## src/rtl/mb_pkg.sv

```systemverilog
// Shared definitions for the MB data slice: source-select encoding and the
// per-group odd-parity helper used for both MB and memory-bus parity.
package mb_pkg;

  typedef enum logic [1:0] {
    MB_SRC_CACHE = 2'd0,
    MB_SRC_MEM   = 2'd1,
    MB_SRC_AR    = 2'd2,
    MB_SRC_CHB   = 2'd3
  } mb_src_e;

  localparam int MB_PAR_GRP = 6;
  // Widest slice the helper covers; narrower callers zero-extend and keep the low groups.
  localparam int MB_MAX_W   = 72;
  localparam int MB_MAX_GRP = MB_MAX_W / MB_PAR_GRP;

  function automatic logic [MB_MAX_GRP-1:0] mb_odd_par(input logic [MB_MAX_W-1:0] d);
    logic [MB_MAX_GRP-1:0] p;
    for (int g = 0; g < MB_MAX_GRP; g++) begin
      p[g] = ~^d[g*MB_PAR_GRP +: MB_PAR_GRP];
    end
    return p;
  endfunction

endpackage

```

## src/rtl/mb_ch_buf.sv

```systemverilog
// Channel buffer for the MB slice: DEPTH-entry storage drained either FIFO
// (forward) or LIFO (reverse), with occupancy count and full/empty flags.
module mb_ch_buf
  import mb_pkg::*;
#(
  parameter int WIDTH = 12,
  parameter int DEPTH = 16
) (
  input  logic                     clk_i,
  input  logic                     rst_i,
  input  logic                     wr_i,
  input  logic                     rd_i,
  input  logic                     reverse_i,
  input  logic [WIDTH-1:0]         wdata_i,
  output logic                     full_o,
  output logic                     empty_o,
  output logic [$clog2(DEPTH):0]   count_o,
  output logic [WIDTH-1:0]         rdata_o
);

  localparam int AW = $clog2(DEPTH);
  localparam int CW = AW + 1;

  logic [WIDTH-1:0] mem_q [DEPTH];
  logic [AW-1:0]    wp_q, wp_d, rp_q, rp_d, wp_m1, waddr;
  logic [CW-1:0]    count_q, count_d;
  logic             full, empty, do_push, do_pop;

  assign full    = (count_q == CW'(DEPTH));
  assign empty   = (count_q == '0);
  assign wp_m1   = wp_q - 1'b1;

  // Forward mode frees the head slot when full; reverse pops the newest slot, so the push is dropped.
  assign do_push = wr_i && (!full || (rd_i && !reverse_i));
  assign do_pop  = rd_i && !empty;

  // A reverse push+pop overwrites the popped top-of-stack slot in place.
  assign waddr   = (reverse_i && do_pop) ? wp_m1 : wp_q;
  assign rdata_o = reverse_i ? mem_q[wp_m1] : mem_q[rp_q];

  always_comb begin
    wp_d    = wp_q;
    rp_d    = rp_q;
    count_d = count_q;
    if (reverse_i) begin
      if (do_pop && !do_push)      wp_d = wp_m1;
      else if (do_push && !do_pop) wp_d = wp_q + 1'b1;
    end else begin
      if (do_push) wp_d = wp_q + 1'b1;
      if (do_pop)  rp_d = rp_q + 1'b1;
    end
    case ({do_push, do_pop})
      2'b10:   count_d = count_q + 1'b1;
      2'b01:   count_d = count_q - 1'b1;
      default: count_d = count_q;
    endcase
  end

  always_ff @(posedge clk_i or posedge rst_i) begin
    if (rst_i) begin
      wp_q    <= '0;
      rp_q    <= '0;
      count_q <= '0;
    end else begin
      wp_q    <= wp_d;
      rp_q    <= rp_d;
      count_q <= count_d;
    end
  end

  always_ff @(posedge clk_i) begin
    if (do_push) mem_q[waddr] <= wdata_i;
  end

  assign full_o  = full;
  assign empty_o = empty;
  assign count_o = count_q;

endmodule

```

## src/rtl/mb_slice_buf.sv

```systemverilog
// Parametrised MB data slice: word registers, channel buffer, parity and CBUS drive.
// Define MB_PARITY_CHECK_EN to add the sticky memory-bus parity checker.
module mb_slice_buf
  import mb_pkg::*;
#(
  parameter int WIDTH  = 12,
  parameter int NWORDS = 4,
  parameter int DEPTH  = 16
) (
  input  logic                        clk_h,
  input  logic                        reset_h,
  input  logic [WIDTH-1:0]            cache_data_h,
  input  logic [WIDTH-1:0]            mem_data_in_h,
`ifdef MB_PARITY_CHECK_EN
  input  logic [WIDTH/6-1:0]          mem_par_h,
  output logic                        mem_par_err_h,
`endif
  input  logic [WIDTH-1:0]            ar_h,
  input  logic [1:0]                  mb_in_sel_h,
  input  logic                        mb_load_h,
  input  logic [$clog2(NWORDS)-1:0]   mb_word_h,
  input  logic [NWORDS-1:0]           mb_hold_h,
  input  logic [$clog2(NWORDS)-1:0]   mb_rd_word_h,
  output logic [WIDTH-1:0]            mb_h,
  output logic [WIDTH/6-1:0]          mb_par_odd_h,
  input  logic                        chb_wr_h,
  input  logic                        chb_rd_h,
  input  logic                        ch_reverse_h,
  output logic                        chb_full_h,
  output logic                        chb_empty_h,
  output logic [$clog2(DEPTH):0]      chb_count_h,
  output logic [WIDTH-1:0]            chb_data_h,
  output logic [WIDTH-1:0]            mem_to_cache_h,
  input  logic                        cbus_out_hold_h,
  output logic [WIDTH-1:0]            cbus_te_h
);

  localparam int NG = WIDTH / MB_PAR_GRP;

  mb_src_e                 src;
  logic [WIDTH-1:0]        mux_d;
  logic [WIDTH-1:0]        word_q [NWORDS];
  logic [WIDTH-1:0]        mb_q, cbus_q, m2c_q;
  logic [NG-1:0]           par_q, par_d;
  logic [MB_MAX_GRP-1:0]   par_full;
  logic                    unused_par_hi;

  assign src = mb_src_e'(mb_in_sel_h);

  always_comb begin
    mux_d = cache_data_h;
    case (src)
      MB_SRC_CACHE: mux_d = cache_data_h;
      MB_SRC_MEM:   mux_d = mem_data_in_h;
      MB_SRC_AR:    mux_d = ar_h;
      MB_SRC_CHB:   mux_d = chb_data_h;
      default:      mux_d = cache_data_h;
    endcase
  end

  // Parity is taken from the same word that feeds mb_q so both register together.
  assign par_full      = mb_odd_par(MB_MAX_W'(word_q[mb_rd_word_h]));
  assign par_d         = par_full[NG-1:0];
  assign unused_par_hi = ^par_full;

  always_ff @(posedge clk_h or posedge reset_h) begin
    if (reset_h) begin
      for (int i = 0; i < NWORDS; i++) word_q[i] <= '0;
      mb_q   <= '0;
      par_q  <= '1;
      cbus_q <= '0;
      m2c_q  <= '0;
    end else begin
      if (mb_load_h && !mb_hold_h[mb_word_h]) word_q[mb_word_h] <= mux_d;
      mb_q  <= word_q[mb_rd_word_h];
      par_q <= par_d;
      if (!cbus_out_hold_h) cbus_q <= mb_q;
      m2c_q <= mem_data_in_h;
    end
  end

  mb_ch_buf #(
    .WIDTH (WIDTH),
    .DEPTH (DEPTH)
  ) u_ch_buf (
    .clk_i     (clk_h),
    .rst_i     (reset_h),
    .wr_i      (chb_wr_h),
    .rd_i      (chb_rd_h),
    .reverse_i (ch_reverse_h),
    .wdata_i   (mem_data_in_h),
    .full_o    (chb_full_h),
    .empty_o   (chb_empty_h),
    .count_o   (chb_count_h),
    .rdata_o   (chb_data_h)
  );

`ifdef MB_PARITY_CHECK_EN
  logic [MB_MAX_GRP-1:0] mem_par_full;
  logic                  unused_mem_par_hi;
  logic                  par_chk_en;
  logic                  par_err_q;

  assign mem_par_full      = mb_odd_par(MB_MAX_W'(mem_data_in_h));
  assign unused_mem_par_hi = ^mem_par_full;
  assign par_chk_en        = chb_wr_h || (mb_load_h && src == MB_SRC_MEM);

  always_ff @(posedge clk_h or posedge reset_h) begin
    if (reset_h) begin
      par_err_q <= 1'b0;
    end else if (par_chk_en && (mem_par_full[NG-1:0] != mem_par_h)) begin
      par_err_q <= 1'b1;
    end
  end

  assign mem_par_err_h = par_err_q;
`endif

  assign mb_h           = mb_q;
  assign mb_par_odd_h   = par_q;
  assign cbus_te_h      = cbus_q;
  assign mem_to_cache_h = m2c_q;

endmodule

```

## config.mk

```make
export PLATFORM = sky130hd
export DESIGN_NAME = mb_slice_buf
export DESIGN_NICKNAME = d
export VERILOG_FILES = /design/src/rtl/mb_pkg.sv /design/src/rtl/mb_ch_buf.sv /design/src/rtl/mb_slice_buf.sv
export SDC_FILE = /design/constraint.sdc
export NUM_CORES = 1
export LEC_CHECK = 0
export CAP_MARGIN = 20
export CORE_ASPECT_RATIO = 1.75
export CORE_MARGIN = 5
export CORE_UTILIZATION = 40
export DETAILED_ROUTE_END_ITERATION = 10
export MAX_ROUTING_LAYER = met4
export PLACE_DENSITY_LB_ADDON = 0.15
export SETUP_SLACK_MARGIN = 0.5
export SLEW_MARGIN = 5
export SYNTH_ARGS = -nofsm -noshare
export SYNTH_HDL_FRONTEND = slang
export SYNTH_SLANG_ARGS = --single-unit
```

## constraint.sdc

```tcl
create_clock -name clk_h -period 4.8 [get_ports clk_h]
set_clock_uncertainty 0.1 [all_clocks]
set_input_delay 0.96 -clock clk_h [delete_from_list [all_inputs] [get_ports clk_h]]
set_output_delay 0.96 -clock clk_h [all_outputs]
set_load 0.01 [all_outputs]
```

==> results.toml <==
[outcome]
status = "complete, no violations"

[grt]
grt_max_degree = 70
grt_pass1_vias = 10300
track_usage_pct = 19.9
gr-total-overflow = 0
grt_pass1_wl_um = 61500
antenna_found_initial = 0

[power_and_ir_drop]
power_leakage_nw = 6.57
p_per_area_nw_per_um2 = 676
irDropWorstVdd_mv = 0.338

[clock_network]
clockBufferDepth = 3
clk_pin_slew_ns = 0.06
cts_buffers = 28
clock-sinks = 291
worstSkewPairLatency_ns = 0.56
root_buffer = "clkbuf_16"
cts_tree = "yes"
htree_levels = 1

[worst_setup_path]
path_max_fanout = 10
slowest_stage = "mux4_2"
rr_endpoint = "u_ch_buf.count_o[4]"
critical_path.top_delay_family = "buffers and inverters"
crit_required_ns = 3.74
rr_startpoint = "u_ch_buf.count_o[0]"
crit_arrival_ns = 3.16
critical-path-max-stage-delay_ns = 0.50
critPathBufInv = 3
cp-end-kind = "output pin"
cp.depth = 9
worst-r2r-cell-count = 11
crit_chain = "inv_2, ha_4, xor2_4, buf_12, mux4_2, a22oi_1, and3_4, nand2_1, clkdlybuf4s50_1"
reg2reg_slack_ns = 1.73
critPathKind = "reg -> out"
critPathLaunchType = "flip-flop"

[hold_path]
hp-class = "reg -> reg"
holdPathStages = 1
hold-path-endpoint = "cbus_te_h[9]"
min-delay-start = "mb_h[9]"

[final_layout]
nets = 1343
stdcell_count = 1773
drive_gt1_share_pct = 16.6
antennaDiodeCount = 0
finalInstanceArea_um2 = 17600
fillers = 3203
syn2layout_area_growth_pct = 20.7

[timing]
maxSlewHeadroom_pct = 41.0
tns_ns = 0
hold_viol = 0
period_share_pct = 87.9
tightest_slew_ns = 0.883
setup_viol = 0
rsz0062_at_grt = "true"
fin_ws_ns = 0.582
drv_slew = 0
fin_crit_ns = 4.22
fmax_mhz = 237

[synthesis]
synth_top_cell_by_area = "edfxtp_1"
synth.avg_cell_area_um2 = 12.6
synth_cells = 1154
synth_most_common_cell = "edfxtp_1"
synthesis.area_um2 = 14500
ys_ff_latch = 291
synth.distinct_cells = 57
synthArstFlopShare_pct = 34.0
synth_flop_cell = "edfxtp_1"
synth_top_area_share_pct = 39.6
synthTopCellsByCount = "edfxtp_1 (192), mux2i_1 (152), nand2_1 (110)"
yosysSeqAreaShare_pct = 56.7
synth_edf_count = 192
synth_fp_nets = 1216
synth_area_leaders = "edfxtp_1 (40%), dfrtp_1 (17%), mux2i_1 (10%)"
synth_warnings = 0

[detailed_routing]
drc = 0
avgViaCountPerCell = 5.63
wire_per_inst_um = 22.6
first_pass_iters = 5
drt_iter0_drc = 590
vias = 9989
drt-total-wl_um = 40000
ant_nets = 0

[place]
dpl_cell_area_um2 = 16300
gp_congestion = 0.822
place_ws_ns = 0.400
dp.cells = 1699
hpwl_um = 28300
portBuffers = 109

[die]
die_h_um = 262
fp-row-count = 92
ios = 110
core-area_um2 = 36000
initial_core_util_pct = 40.4
die_area_um2 = 40400
die_x_um = 154

[job]
drv_cap = 0
==> cell usage in the layout (no fill, tap or decap), drive strengths merged, types with 5 or more instances in the layout <==
cell             n
dfrtp           97
buf             71
mux4            39
nand2b           5
a2bb2oi         12
clkdlybuf4s50   99
o21ai           25
inv             12
xnor2           19
and3            17
a22oi           33
a21oi          121
xor2             6
nand2          114
edfxtp         192
mux2i          152
ha               8
clkinv           7
o22ai           46
dlygate4sd2      6
nand3           70
and4            11
clkbuf          41
nor3            12
nor2b            8
mux2            15
nor2            27
==> metrics by stage <==
step	hold WS, ns	power [mW]	utilization (%)
2_1_floorplan	0.390	7.32	-
3_3_place_gp	0.387	9.15	45.3
3_5_place_dp	0.391	9.20	45.3
4_1_cts	0.406	11.8	48.4
5_1_grt	0.417	12.5	48.7
6_report	0.401	11.9	48.7
==> layout make-up <==
class	instances	area, um2	share of cell area (%)
flip-flops and latches	291	8250	47.0
multi-input cells	767	5960	33.9
repair buffers	181	1770	10.1
clock buffers	41	811	4.62
well taps	470	588	3.35
clock inverters	11	129	0.734
inverters	12	47.5	0.271
==> worst max-delay path by stage <==
stage | start | to
global route | u_ch_buf.wp_q[1] | chb_data_h[5]
finish | u_ch_buf.wp_q[1] | chb_data_h[5]
detailed placement | ch_reverse_h | chb_data_h[10]
global placement | ch_reverse_h | chb_data_h[8]
CTS | u_ch_buf.wp_q[1] | chb_data_h[10]
floorplan | u_ch_buf.wp_q[0] | chb_data_h[1]
==> cell families after synthesis <==
group,synth area share (%)
buffers and inverters,3.02
AO/OA/AOI/OAI,10.6
multiplexers,17.8
flip-flops,56.7
AND/OR/NAND/NOR,9.42
adder cells (fa/ha/maj),0.826
XOR/XNOR,1.63
==> sequential cells by signal, indices dropped and copies added (netlist names) <==
name	flops
mb_h	12
word_q	48
u_ch_buf.wp_q	4
u_ch_buf.rp_q	4
mem_to_cache_h	12
u_ch_buf.mem_q	192
mb_par_odd_h	2
cbus_te_h	12
u_ch_buf.count_o	5
==> worst register-to-register path, cell delays in order, from the launching register on <==
cell	delay, ns
dfrtp_1	0.45
nor4_1	0.36
a31oi_1	0.29
inv_1	0.12
ha_1	0.36
inv_1	0.13
fa_1	0.42
nor2b_1	0.11
o21ai_0	0.09
and3_1	0.19
nor3_1	0.19
xor2_1	0.18
==> where the power goes <==
part / switching [mW] / total (mW) / internal (mW)
clock network: 0.958 / 2.29 / 1.33
logic: 3.13 / 5.99 / 2.87
registers: 0.356 / 3.59 / 3.23
total: 4.44 / 11.9 / 7.43
==> layer usage <==
layer	global-route usage, %	share of wire, %	up-vias
met2	37.2	56	264
met3	1.93	3.5	55
met5	-	0	-
met4	6.45	2.8	0
li1	-	-	4659
met1	22.1	38	5011
==> timing repair <==
action                                  in CTS  in global routing
buffers inserted                            10                 10
gates resized for setup                     26                  6
pin swaps                                    7                  4
endpoints found under the setup margin      12                  6
hold buffers                                 0                  0
cloned                                       2                  0
(Power assumes the default switching activity.)
